### config.mk
export PLATFORM = sky130hd
export DESIGN_NAME = sprite_line_engine
export DESIGN_NICKNAME = d
export VERILOG_FILES = /design/src/rtl/sprite_pkg.sv /design/src/rtl/sprite_line_engine.sv
export SDC_FILE = /design/constraint.sdc
export NUM_CORES = 1
export LEC_CHECK = 0
export BUFFER_PORTS_ARGS = -buffer_cell sky130_fd_sc_hd__buf_2
export CORE_ASPECT_RATIO = 0.7
export CORE_UTILIZATION = 50
export CTS_CLUSTER_DIAMETER = 80
export DETAILED_ROUTE_END_ITERATION = 6
export PLACE_DENSITY = 0.76
export SYNTH_ARGS = -nofsm -noshare
export SYNTH_HDL_FRONTEND = slang
export SYNTH_SLANG_ARGS = --single-unit
### constraint.sdc
create_clock -name clk_pix -period 3.35 [get_ports clk_pix]
set_clock_uncertainty 0.05 [all_clocks]
set_input_delay 0.67 -clock clk_pix [delete_from_list [all_inputs] [get_ports clk_pix]]
set_output_delay 0.67 -clock clk_pix [all_outputs]
set_load 0.01 [all_outputs]
### src/rtl/sprite_pkg.sv
// Shared types and constants for the sprite line engine.
// Imported by the engine and its bench.
package sprite_pkg;

    typedef enum logic [2:0] {
        IDLE,
        REG_POS,
        ACTIVE,
        WAIT_POS,
        SPR_LINE,
        WAIT_DATA
    } state_t;

    localparam int SPR_COLRW = 4;
    typedef logic [SPR_COLRW-1:0] colr_t;

    // ROM read cycle plus output register
    localparam int SPR_LEAD = 2;

endpackage

### src/rtl/sprite_line_engine.sv
// One scalable hardware sprite, streamed from an external sync ROM per line.
// Optional SPRITE_TRANSPARENCY_EN masks drawing on TRANS_COLR pixels.
module sprite_line_engine
    import sprite_pkg::*;
#(
    parameter int CORDW      = 16,
    parameter int H_RES      = 640,
    parameter int SPR_W      = 8,
    parameter int SPR_H      = 8,
    parameter int SCALE_X    = 1,
    parameter int SCALE_Y    = 1,
    parameter int COLRW      = 4,
    parameter int ADDRW      = $clog2(SPR_W*SPR_H),
    parameter int TRANS_COLR = 0
) (
    input  logic                    clk_pix,
    input  logic                    rst_pix_n,
    input  logic                    line,
    input  logic signed [CORDW-1:0] sx,
    input  logic signed [CORDW-1:0] sy,
    input  logic signed [CORDW-1:0] sprx,
    input  logic signed [CORDW-1:0] spry,
    output logic [ADDRW-1:0]        rom_addr,
    input  logic [COLRW-1:0]        rom_data,
    output logic [COLRW-1:0]        pix,
    output logic                    drawing
);

    localparam int CXW = (SCALE_X > 1) ? $clog2(SCALE_X) : 1;
    localparam int CYW = (SCALE_Y > 1) ? $clog2(SCALE_Y) : 1;
    localparam int BXW = (SPR_W > 1) ? $clog2(SPR_W) : 1;
    localparam int BYW = (SPR_H > 1) ? $clog2(SPR_H) : 1;

    localparam logic [CXW-1:0] CX_MAX = CXW'(SCALE_X-1);
    localparam logic [CYW-1:0] CY_MAX = CYW'(SCALE_Y-1);
    localparam logic [BXW-1:0] BX_MAX = BXW'(SPR_W-1);

    localparam logic signed [CORDW:0] H_LAST = (CORDW+1)'(H_RES-1);
    localparam logic signed [CORDW:0] DY_LIM = (CORDW+1)'(SPR_H*SCALE_Y);
    localparam logic signed [CORDW:0] LEAD   = (CORDW+1)'(SPR_LEAD);

    state_t state, state_nx;

    logic signed [CORDW-1:0] sprx_q;
    logic signed [CORDW:0]   sx_e, dy, hit_x;
    logic [CXW-1:0]          cnt_x;
    logic [CYW-1:0]          cnt_y;
    logic [BXW-1:0]          bx;
    logic [BYW-1:0]          by;
    logic                    rom_vld;
    logic                    in_rng;
    logic                    wait_hit;
    logic                    last_px;
    logic                    opaque;

    assign sx_e     = {sx[CORDW-1], sx};
    assign dy       = {sy[CORDW-1], sy} - {spry[CORDW-1], spry};
    assign hit_x    = {sprx_q[CORDW-1], sprx_q} - LEAD;
    assign in_rng   = !dy[CORDW] && (dy < DY_LIM);
    assign wait_hit = (sx_e == hit_x);
    assign last_px  = (bx == BX_MAX) && (cnt_x == CX_MAX);

`ifdef SPRITE_TRANSPARENCY_EN
    assign opaque = (rom_data != COLRW'(TRANS_COLR));
`else
    assign opaque = 1'b1;
`endif

    always_ff @(posedge clk_pix or negedge rst_pix_n) begin
        if (!rst_pix_n) state <= IDLE;
        else            state <= state_nx;
    end

    always_comb begin
        state_nx = state;
        unique case (state)
            IDLE:      state_nx = IDLE;
            REG_POS:   state_nx = in_rng ? ACTIVE : IDLE;
            ACTIVE:    state_nx = WAIT_POS;
            WAIT_POS:  if (wait_hit) state_nx = SPR_LINE;
            SPR_LINE:  if (last_px) state_nx = WAIT_DATA;
            WAIT_DATA: state_nx = IDLE;
            default:   state_nx = IDLE;
        endcase
        if (line) state_nx = REG_POS;
    end

    // by tracks dy/SCALE_Y across consecutive lines; dy==0 re-seeds it
    always_ff @(posedge clk_pix or negedge rst_pix_n) begin
        if (!rst_pix_n) begin
            sprx_q   <= '0;
            cnt_x    <= '0;
            cnt_y    <= '0;
            bx       <= '0;
            by       <= '0;
            rom_addr <= '0;
        end else begin
            unique case (state)
                REG_POS: begin
                    sprx_q <= sprx;
                    if (in_rng) begin
                        if (dy == '0) begin
                            cnt_y <= '0;
                            by    <= '0;
                        end else if (cnt_y == CY_MAX) begin
                            cnt_y <= '0;
                            by    <= by + 1'b1;
                        end else begin
                            cnt_y <= cnt_y + 1'b1;
                        end
                    end
                end
                ACTIVE: begin
                    rom_addr <= ADDRW'(int'(by) * SPR_W);
                    cnt_x    <= '0;
                    bx       <= '0;
                end
                SPR_LINE: begin
                    if (cnt_x == CX_MAX) begin
                        cnt_x <= '0;
                        if (!last_px) begin
                            bx       <= bx + 1'b1;
                            rom_addr <= rom_addr + 1'b1;
                        end
                    end else begin
                        cnt_x <= cnt_x + 1'b1;
                    end
                end
                default: ;
            endcase
        end
    end

    // A line pulse kills any pixel still in flight from the old line
    always_ff @(posedge clk_pix or negedge rst_pix_n) begin
        if (!rst_pix_n) begin
            rom_vld <= 1'b0;
            pix     <= '0;
            drawing <= 1'b0;
        end else begin
            rom_vld <= (state == SPR_LINE) && !line;
            pix     <= rom_vld ? rom_data : '0;
            drawing <= rom_vld && !line && (sx_e <= H_LAST) && opaque;
        end
    end

endmodule
== Word level (Yosys, flattened, before mapping) ==
Cells that the tools add are included.

* Bits in registers: 39
* Bits of input ports: 71
* Output and inout bits: 11

* Muxes and demuxes: 18
* Add/subtract/negate cells: 7
* Reductions and logical operators: 13
* Equality and inequality tests: 11
* Order comparisons: 2
* Bitwise logic cells: 1

{| class="wikitable"
|+ Operators by type and width
! cell !! number
|-
| $mux 3 || 7
|-
| $eq 16x17->1 || 1
|-
| $logic_not 17->1 || 1
|-
| $lt 17x5->1 const B || 1
|-
| $sub 16x16->17 || 1
|-
| $sub 16x3->17 const B || 1
|-
| $le 16x11->1 const B || 1
|-
| $mux 6 || 2
|-
| $pmux 3 s4 || 1
|-
| $pmux 6 s2 || 1
|-
| $add 3x1->3 const B || 2
|-
| $add 6x1->6 const B || 1
|-
| $eq 3x2->1 const B || 2
|-
| $eq 3x3->1 const B || 2
|-
| $ne 3x3->1 const B || 2
|-
| $pmux 3 s2 || 1
|-
| $reduce_and 3->1 || 2
|-
| $logic_and 1x1->1 || 5
|-
| $mux 4 || 1
|-
| $ne 2x2->1 const B || 2
|-
| $reduce_and 2->1 || 2
|-
| $eq 3x1->1 const B || 1
|-
| $mux 1 || 3
|-
| $add 1x1->1 const B || 2
|-
| other kinds (6) || 7
|}

== Longest topological paths before layout ==
Gate-level depths: netlist (run 1).

* Word-level depth: 6
* Mapped depth: 11

== Worst setup path after synthesis (run 1) ==
Ideal clock, no wire load.

* Kind: input port to flip-flop
* From: in sy[0]
* To: reg by[2]
* Stages on the path: 11
* Setup slack: 0.200 ns
* Arrival: 2.990 ns
* Library setup time: 0.110 ns
* Path buffers: 0
* Path through: inv_1 > ha_1 > fa_1 > nand2b_1 > a21oi_1 > nand4_1 > a311oi_1 > xor2_1 > nor2_1 > or4b_1 > o41ai_1

* Longest elaborated chain between the ends: 4
* Elaborated cells on any way between the ends: 8

{| class="wikitable"
|+ RTL lines
! element !! RTL line !! source
|-
| start, declared || sprite_line_engine.sv:20 || <nowiki>input logic signed [CORDW-1:0] sy,</nowiki>
|-
| $sub 16x16->17 * || sprite_line_engine.sv:57 || <nowiki>assign dy = {sy[CORDW-1], sy} - {spry[CORDW-1], spry};</nowiki>
|-
| $lt 17x5->1 (tied with other cells) || sprite_line_engine.sv:59 || <nowiki>assign in_rng = !dy[CORDW] && (dy < DY_LIM);</nowiki>
|-
| $logic_and 1x1->1 or $ne 2x1->1 (tied branches) || -- ||
|-
| $reduce_and 3->1 (no line) || -- ||
|-
| end signal, assigned || sprite_line_engine.sv:107 || <nowiki>by <= by + 1'b1;</nowiki>
|-
| end, declared || sprite_line_engine.sv:49 || <nowiki>logic [BYW-1:0] by;</nowiki>
|}

Every way passes the cells marked *; elsewhere a longest branch is shown, timed or not.
A chain may end at the register's enable or synchronous reset.

== Final worst setup path (run 1) ==
Ends and elaborated chain as after synthesis.

==> results of run 1 <==
-- cells in the final DEF, fill, tap and decap left out, drive strengths merged, types with 8 or more instances in the layout --
| master | count |
|---|---|
| a21oi | 27 |
| buf | 99 |
| dfrtp | 37 |
| ha | 21 |
| inv | 24 |
| mux2 | 15 |
| nand2 | 32 |
| nand2b | 8 |
| nor2 | 29 |
| nor3 | 12 |
| o21ai | 23 |
| xnor2 | 19 |
| xor2 | 9 |
-- area by class of cell --
class | instances | area, um^2 | area share, %
clock inverters | 3 | 17.5 | 0.478
well taps | 72 | 90.1 | 2.46
repair buffers | 99 | 541 | 14.8
multi-input cells | 274 | 1930 | 52.7
inverters | 24 | 90.1 | 2.46
clock buffers | 5 | 68.8 | 1.88
flip-flops and latches | 37 | 926 | 25.3
-- per-stage QoR --
step                      total power [uW]  setup TNS, ps  cells
after floorplan                        734              0    343
after global placement                 863           -266    506
after detailed placement               872           -521    506
after CTS                             1180              0    514
after global routing                  1260              0    514
final                                 1190              0    514
-- logic make-up after synthesis --
| group | count (synthesis) | synth area share, % |
|---|---|---|
| compound gates | 80 | 16.7 |
| xor+xnor | 28 | 8.34 |
| fa+ha+maj | 22 | 9.62 |
| buf+inv | 32 | 4.26 |
| flops | 37 | 31.5 |
| mux | 17 | 6.43 |
| simple gates | 127 | 23.1 |
-- worst max-delay path, delay by kind of cell --
family	cells	cell delay [ps]
buffers and inverters	3	260
xor gates and xnor gates	1	100
adders and majority gates	2	590
AOI/OAI and AO/OA	3	680
and+or+nand+nor	4	980
-- worst max path at each step --
stage                     start     to  slack (ps)  depth (start not counted)
after floorplan           sy[0]  by[2]         200                         11
after global placement    sy[0]  by[1]         -90                         14
after detailed placement  sy[0]  by[2]        -190                         12
after CTS                 sy[0]  by[2]         130                         12
after global routing      sy[0]  by[2]           5                         12
final                     sy[0]  by[2]         210                         13
-- layer usage --
metal / GRT usage, % / up-vias / wire, um
met5: 0 / - / 0
met4: 5.77 / 0 / 49
met3: 5.75 / 6 / 550
met2: 33.5 / 101 / 3020
met1: 38.8 / 1326 / 3710
li1: - / 1423 / -
-- power by group through the flow --
stage	combinational [uW]	sequential, uW	clock [uW]
2_1_floorplan	235	499	0
3_3_place_gp	359	504	0
3_5_place_dp	366	507	0
4_1_cts	369	498	316
5_1_grt	423	502	338
6_report	382	499	313
-- flip-flops by register name, summed over array words and instances, names as in the netlist --
register,cells
sprx_q,16
rom_addr,6
pix,4
bx,3
by,3
state,3
drawing,1
rom_vld,1
==> impl_metrics.toml, run 1 <==
[status]
status = "completed"

[drt]
dr_total_vias = 2856
drt-wirelength-per-cell_um = 14.3
route.detailed.drc = 0
avgViaCountPerCell = 5.56
drt_iter0_drc = 161
first_pass_iters = 5
ant_nets = 0
drt_wl_total_mm = 7.34

[place]
place_congestion = 0.883
port_buffers = 81
hpwl_mm = 5.83
dp_slack_ps = -191
place_area_mm2 = 0.00354

[synth]
synthesis.nets = 436
syn_area_per_cell_um2 = 8.57
ys_seq_area_share_pct = 31.5
yosys.area.top_type = "dfrtp_1"
syn_area_mm2 = 0.00294
synth_edf_count = 0
synth_area_leaders = "dfrtp_1 31%, ha_1 8.9%, mux2_2 5.7%"
synth_top_cell_area_share_pct = 31.5
yosys_warnings = 0
async_flop_share_pct = 100
yosysMostFrequentCell = "dfrtp_1"
synth-seq-cells = 37
synthCells = 343
ys.flop_type = "dfrtp_1"
ys_types = 54
ys_top_cells_by_count = "37 x dfrtp_1, 32 x nand2_1, 29 x nor2_1"

[clock_tree]
post-cts-setup-buffers = 0
cts_root_buf = "clkbuf_8"
clock_latency_ps = 290
clock-sinks = 37
cts_hold_buffers = 0
ctsLongestPathBuffers = 2
clk_pin_slew_worst_paths_ps = 80
htreeDepth = 2
cts_tree = "done"
cts.repair.resized = 0
cts_buffers = 5

[worst_setup_path]
end_kind = "register"
crit_fanout = 3
slowest_delay_ps = 540
critical_path_required_ps = 3490
cp_cell_sequence = "buf_2 > inv_1 > ha_1 > fa_1 > buf_4 > nor2b_1 > o2111ai_1 > nand3b_1 > xor2_1 > a211oi_2 > nand4_1 > or4b_1 > o41ai_2"
worstPathArrival_ps = 3280
rr_worst_depth = 10
cp-start-kind = "primary input"
cp_slowest_cell = "or4b_1"
r2r_start = "sprx_q[1]"
rr_endpoint = "state[2]"
worst-r2r-setup-slack_ps = 560
worstSetupPathType = "in2reg"

[floorplanning]
initial_core_util_pct = 53.9
chipWidth_um = 93.7
die_h_um = 66.2
core-area_mm2 = 0.00545
ios = 82
die-area_mm2 = 0.00620
row_count = 22

[global_route]
first_global_vias = 2506
grt_max_degree = 38
antenna_found_initial = 0
grt_usage_pct = 24.7
overflow = 0
grt_pass1_wl_mm = 11.9

[sta]
finalHoldViolations = 0
slew_headroom_pct = 36.3
slew_violations = 0
rsz0062_at_grt = "no"
period_needed_ps = 3140
setup_viol = 0
setup_slack_ps = 214
fin_hold_ws_ps = 406
fin_crit_sh_pct = 93.6
clock.fmax_mhz = 319
worst_slew_pin_slew_ps = 953

[power_and_ir_drop]
leakagePower_uw = 0.00175
powerDensity_mw_per_mm2 = 326
seq_power_share_pct = 41.8
p_sw_share_pct = 33.5
p_clk_share_pct = 26.2
p_int_uw = 793
comb_power_share_pct = 32.0
ir_drop_mv = 0.155
p_sw_uw = 400

[finish]
drive_above_1_share_pct = 31.4
final_util_pct = 67.2
final.fill_count = 471
diodes = 0
postLayoutCellArea_mm2 = 0.00366
syn2layout_area_growth_pct = 24.6
fin_nets = 534

[run]
maxCapViolCount = 0

[min_path]
min_path_type = "in2async"
Note: power is estimated with default switching activity, not from simulation.
==> run 2: changes to the inputs <==
Settings changed: CORE_UTILIZATION 50 to 48.
Clock period 3.35 ns to 2.74 ns, I/O delays scaled along.
==> run 2 against run 1 <==
The flow now finishes with violations (negative setup slack). Routed wire length grew 7.8%. Setup slack worse by 300 ps. Combinational power grew 53%. Core utilization is 5.0 points higher. Sequential power grew 22%. Critical path depth stayed put. Design area increased by 15%. Count of clock-buffer cells in the layout did not move. Non-clock buffer count is 25 higher.
==> impl_metrics.toml, run 2 (synthesized netlist as in run 1, its figures left out) <==
[status]
status = "finished with violations"
violations = "negative setup slack"

[place]
port_buffers = 81
place_congestion = 0.881
dp_slack_ps = -571
hpwl_mm = 5.90
dp_cells = 529
place_area_mm2 = 0.00383

[sta]
clock.fmax_mhz = 354
setup_slack_ps = -84.2
slew_violations = 0
finalHoldViolations = 0
worst_slew_pin_slew_ps = 820
fin_crit_sh_pct = 103
setup_viol = 4
rsz0062_at_grt = "yes"
period_needed_ps = 2820
slew_headroom_pct = 45.3

[worst_setup_path]
slowest_delay_ps = 570
worstSetupStartpoint = "sy[0]"
worstSetupPathType = "in2reg"
cp_slowest_cell = "or4b_4"
end_kind = "register"
critical_path_required_ps = 2900
r2r_start = "sprx_q[1]"
crit_fanout = 3
worstPathArrival_ps = 2980
cp_cell_sequence = "buf_8 > inv_8 > ha_4 > fa_2 > nand2b_4 > nand2_2 > a2111oi_4 > nor3_2 > nor4_2 > nand4_1 > or4b_4 > buf_6 > a21oi_2"
cp-start-kind = "primary input"

[floorplanning]
initial_core_util_pct = 50.6
ios = 82
die_h_um = 67.5
chipWidth_um = 95.5
core-area_mm2 = 0.00581
die-area_mm2 = 0.00645
row_count = 23

[finish]
final_util_pct = 72.2
syn2layout_area_growth_pct = 42.8
final_cell_mix = "79 x buf_2, 41 x buf_4, 37 x dfrtp_1"
diodes = 0
largest_register_ff_count = 16
fin_nets = 559
final_common_cell = "buf_2"
drive_above_1_share_pct = 43.3
postLayoutCellArea_mm2 = 0.00420
largest-register = "sprx_q"
reg_top3 = "sprx_q (16), rom_addr (6), pix (4)"
stdcell_count = 541

[clock_tree]
cts_buffers = 5
cts_tree = "done"
clk_pin_slew_worst_paths_ps = 80
cts_hold_buffers = 0
cts_root_buf = "clkbuf_8"
htreeDepth = 2
ctsLongestPathBuffers = 2
clock-sinks = 37
clock_latency_ps = 280

[power_and_ir_drop]
fin_total_pwr_uw = 1640
powerDensity_mw_per_mm2 = 391
p_sw_uw = 517
p_sw_share_pct = 31.5
p_clk_share_pct = 27.4
seq_power_share_pct = 37.0
ir_drop_mv = 0.263
comb_power_share_pct = 35.6
p_int_uw = 1130
leakagePower_uw = 0.00192

[drt]
drt_iter0_drc = 93
ant_nets = 0
first_pass_iters = 4
avgViaCountPerCell = 5.52
route.detailed.drc = 0
drt-wirelength-per-cell_um = 14.6
dr_total_vias = 2988
drt_wl_total_mm = 7.91

[global_route]
grt_max_degree = 38
antenna_found_initial = 0
grt_usage_pct = 24.1
grt_pass1_wl_mm = 12.1
first_global_vias = 2698
overflow = 0

[run]
maxCapViolCount = 0

[min_path]
min_path_type = "in2async"
run 2: cell types whose count changed in the layout (fill, tap and decap cells not counted), sizes merged:
cell / before / now
buf: 99 / 124
bufinv: 0 / 1
clkinv: 2 / 1
clkinvlp: 1 / 0
run 2: power groups by stage:
stage | logic, uW | clock network [uW] | registers [uW]
floorplan | 319 | 0 | 610
global placement | 504 | 0 | 613
detailed placement | 517 | 0 | 614
CTS | 533 | 457 | 604
global route | 640 | 478 | 612
finish | 585 | 451 | 608
run 2: layout make-up:
cell class | count | area [um^2]
multi-input combinational | 274 | 2220
fill | 442 | 1610
sequential | 37 | 926
timing repair buffer | 124 | 752
inverter | 24 | 103
tap | 75 | 93.8
clock buffer | 5 | 68.8
clock inverter | 2 | 35.0
run 2: repair_timing:
| item | CTS | global route |
|---|---|---|
| pin swaps | 15 | 4 |
| setup endpoints to repair | 4 | 5 |
| buffers inserted | 6 | 0 |
| endpoints found under the hold margin | 0 | 0 |
| gates resized for setup | 14 | 30 |
run 2: per-stage QoR:
step	TNS [ps]	hold slack (ps)
after floorplan	-431	202
after global placement	-1710	420
after detailed placement	-2100	441
after CTS	-1.96	337
after global routing	-699	375
final	-165	301
run 2: routing by layer:
metal	share of wire, %	track usage [%]	up-vias
li1	-	-	1479
met1	47	33.7	1405
met2	47	39.0	96
met3	5.2	4.05	8
met4	0.88	5.22	0
met5	0	0	-
run 2: worst paths after layout:
| check | to | slack, ps | cells past startpoint |
|---|---|---|---|
| setup / recovery | state[1] | -80 | 13 |
| hold / removal | rom_addr[2] | 300 | 1 |
| max in group asynchronous | sprx_q[9] | 1810 | 1 |
| hold reg to reg | bx[2] | 460 | 2 |
| setup reg to reg | state[2] | 140 | 10 |
| min in group clk_pix | pix[0] | 430 | 2 |
run 2: worst max-delay path, delay by kind of cell:
kind | cells | cell delay, ps
buf+inv | 3 | 280
simple gates | 6 | 1310
fa+ha+maj | 2 | 350
compound gates | 2 | 490
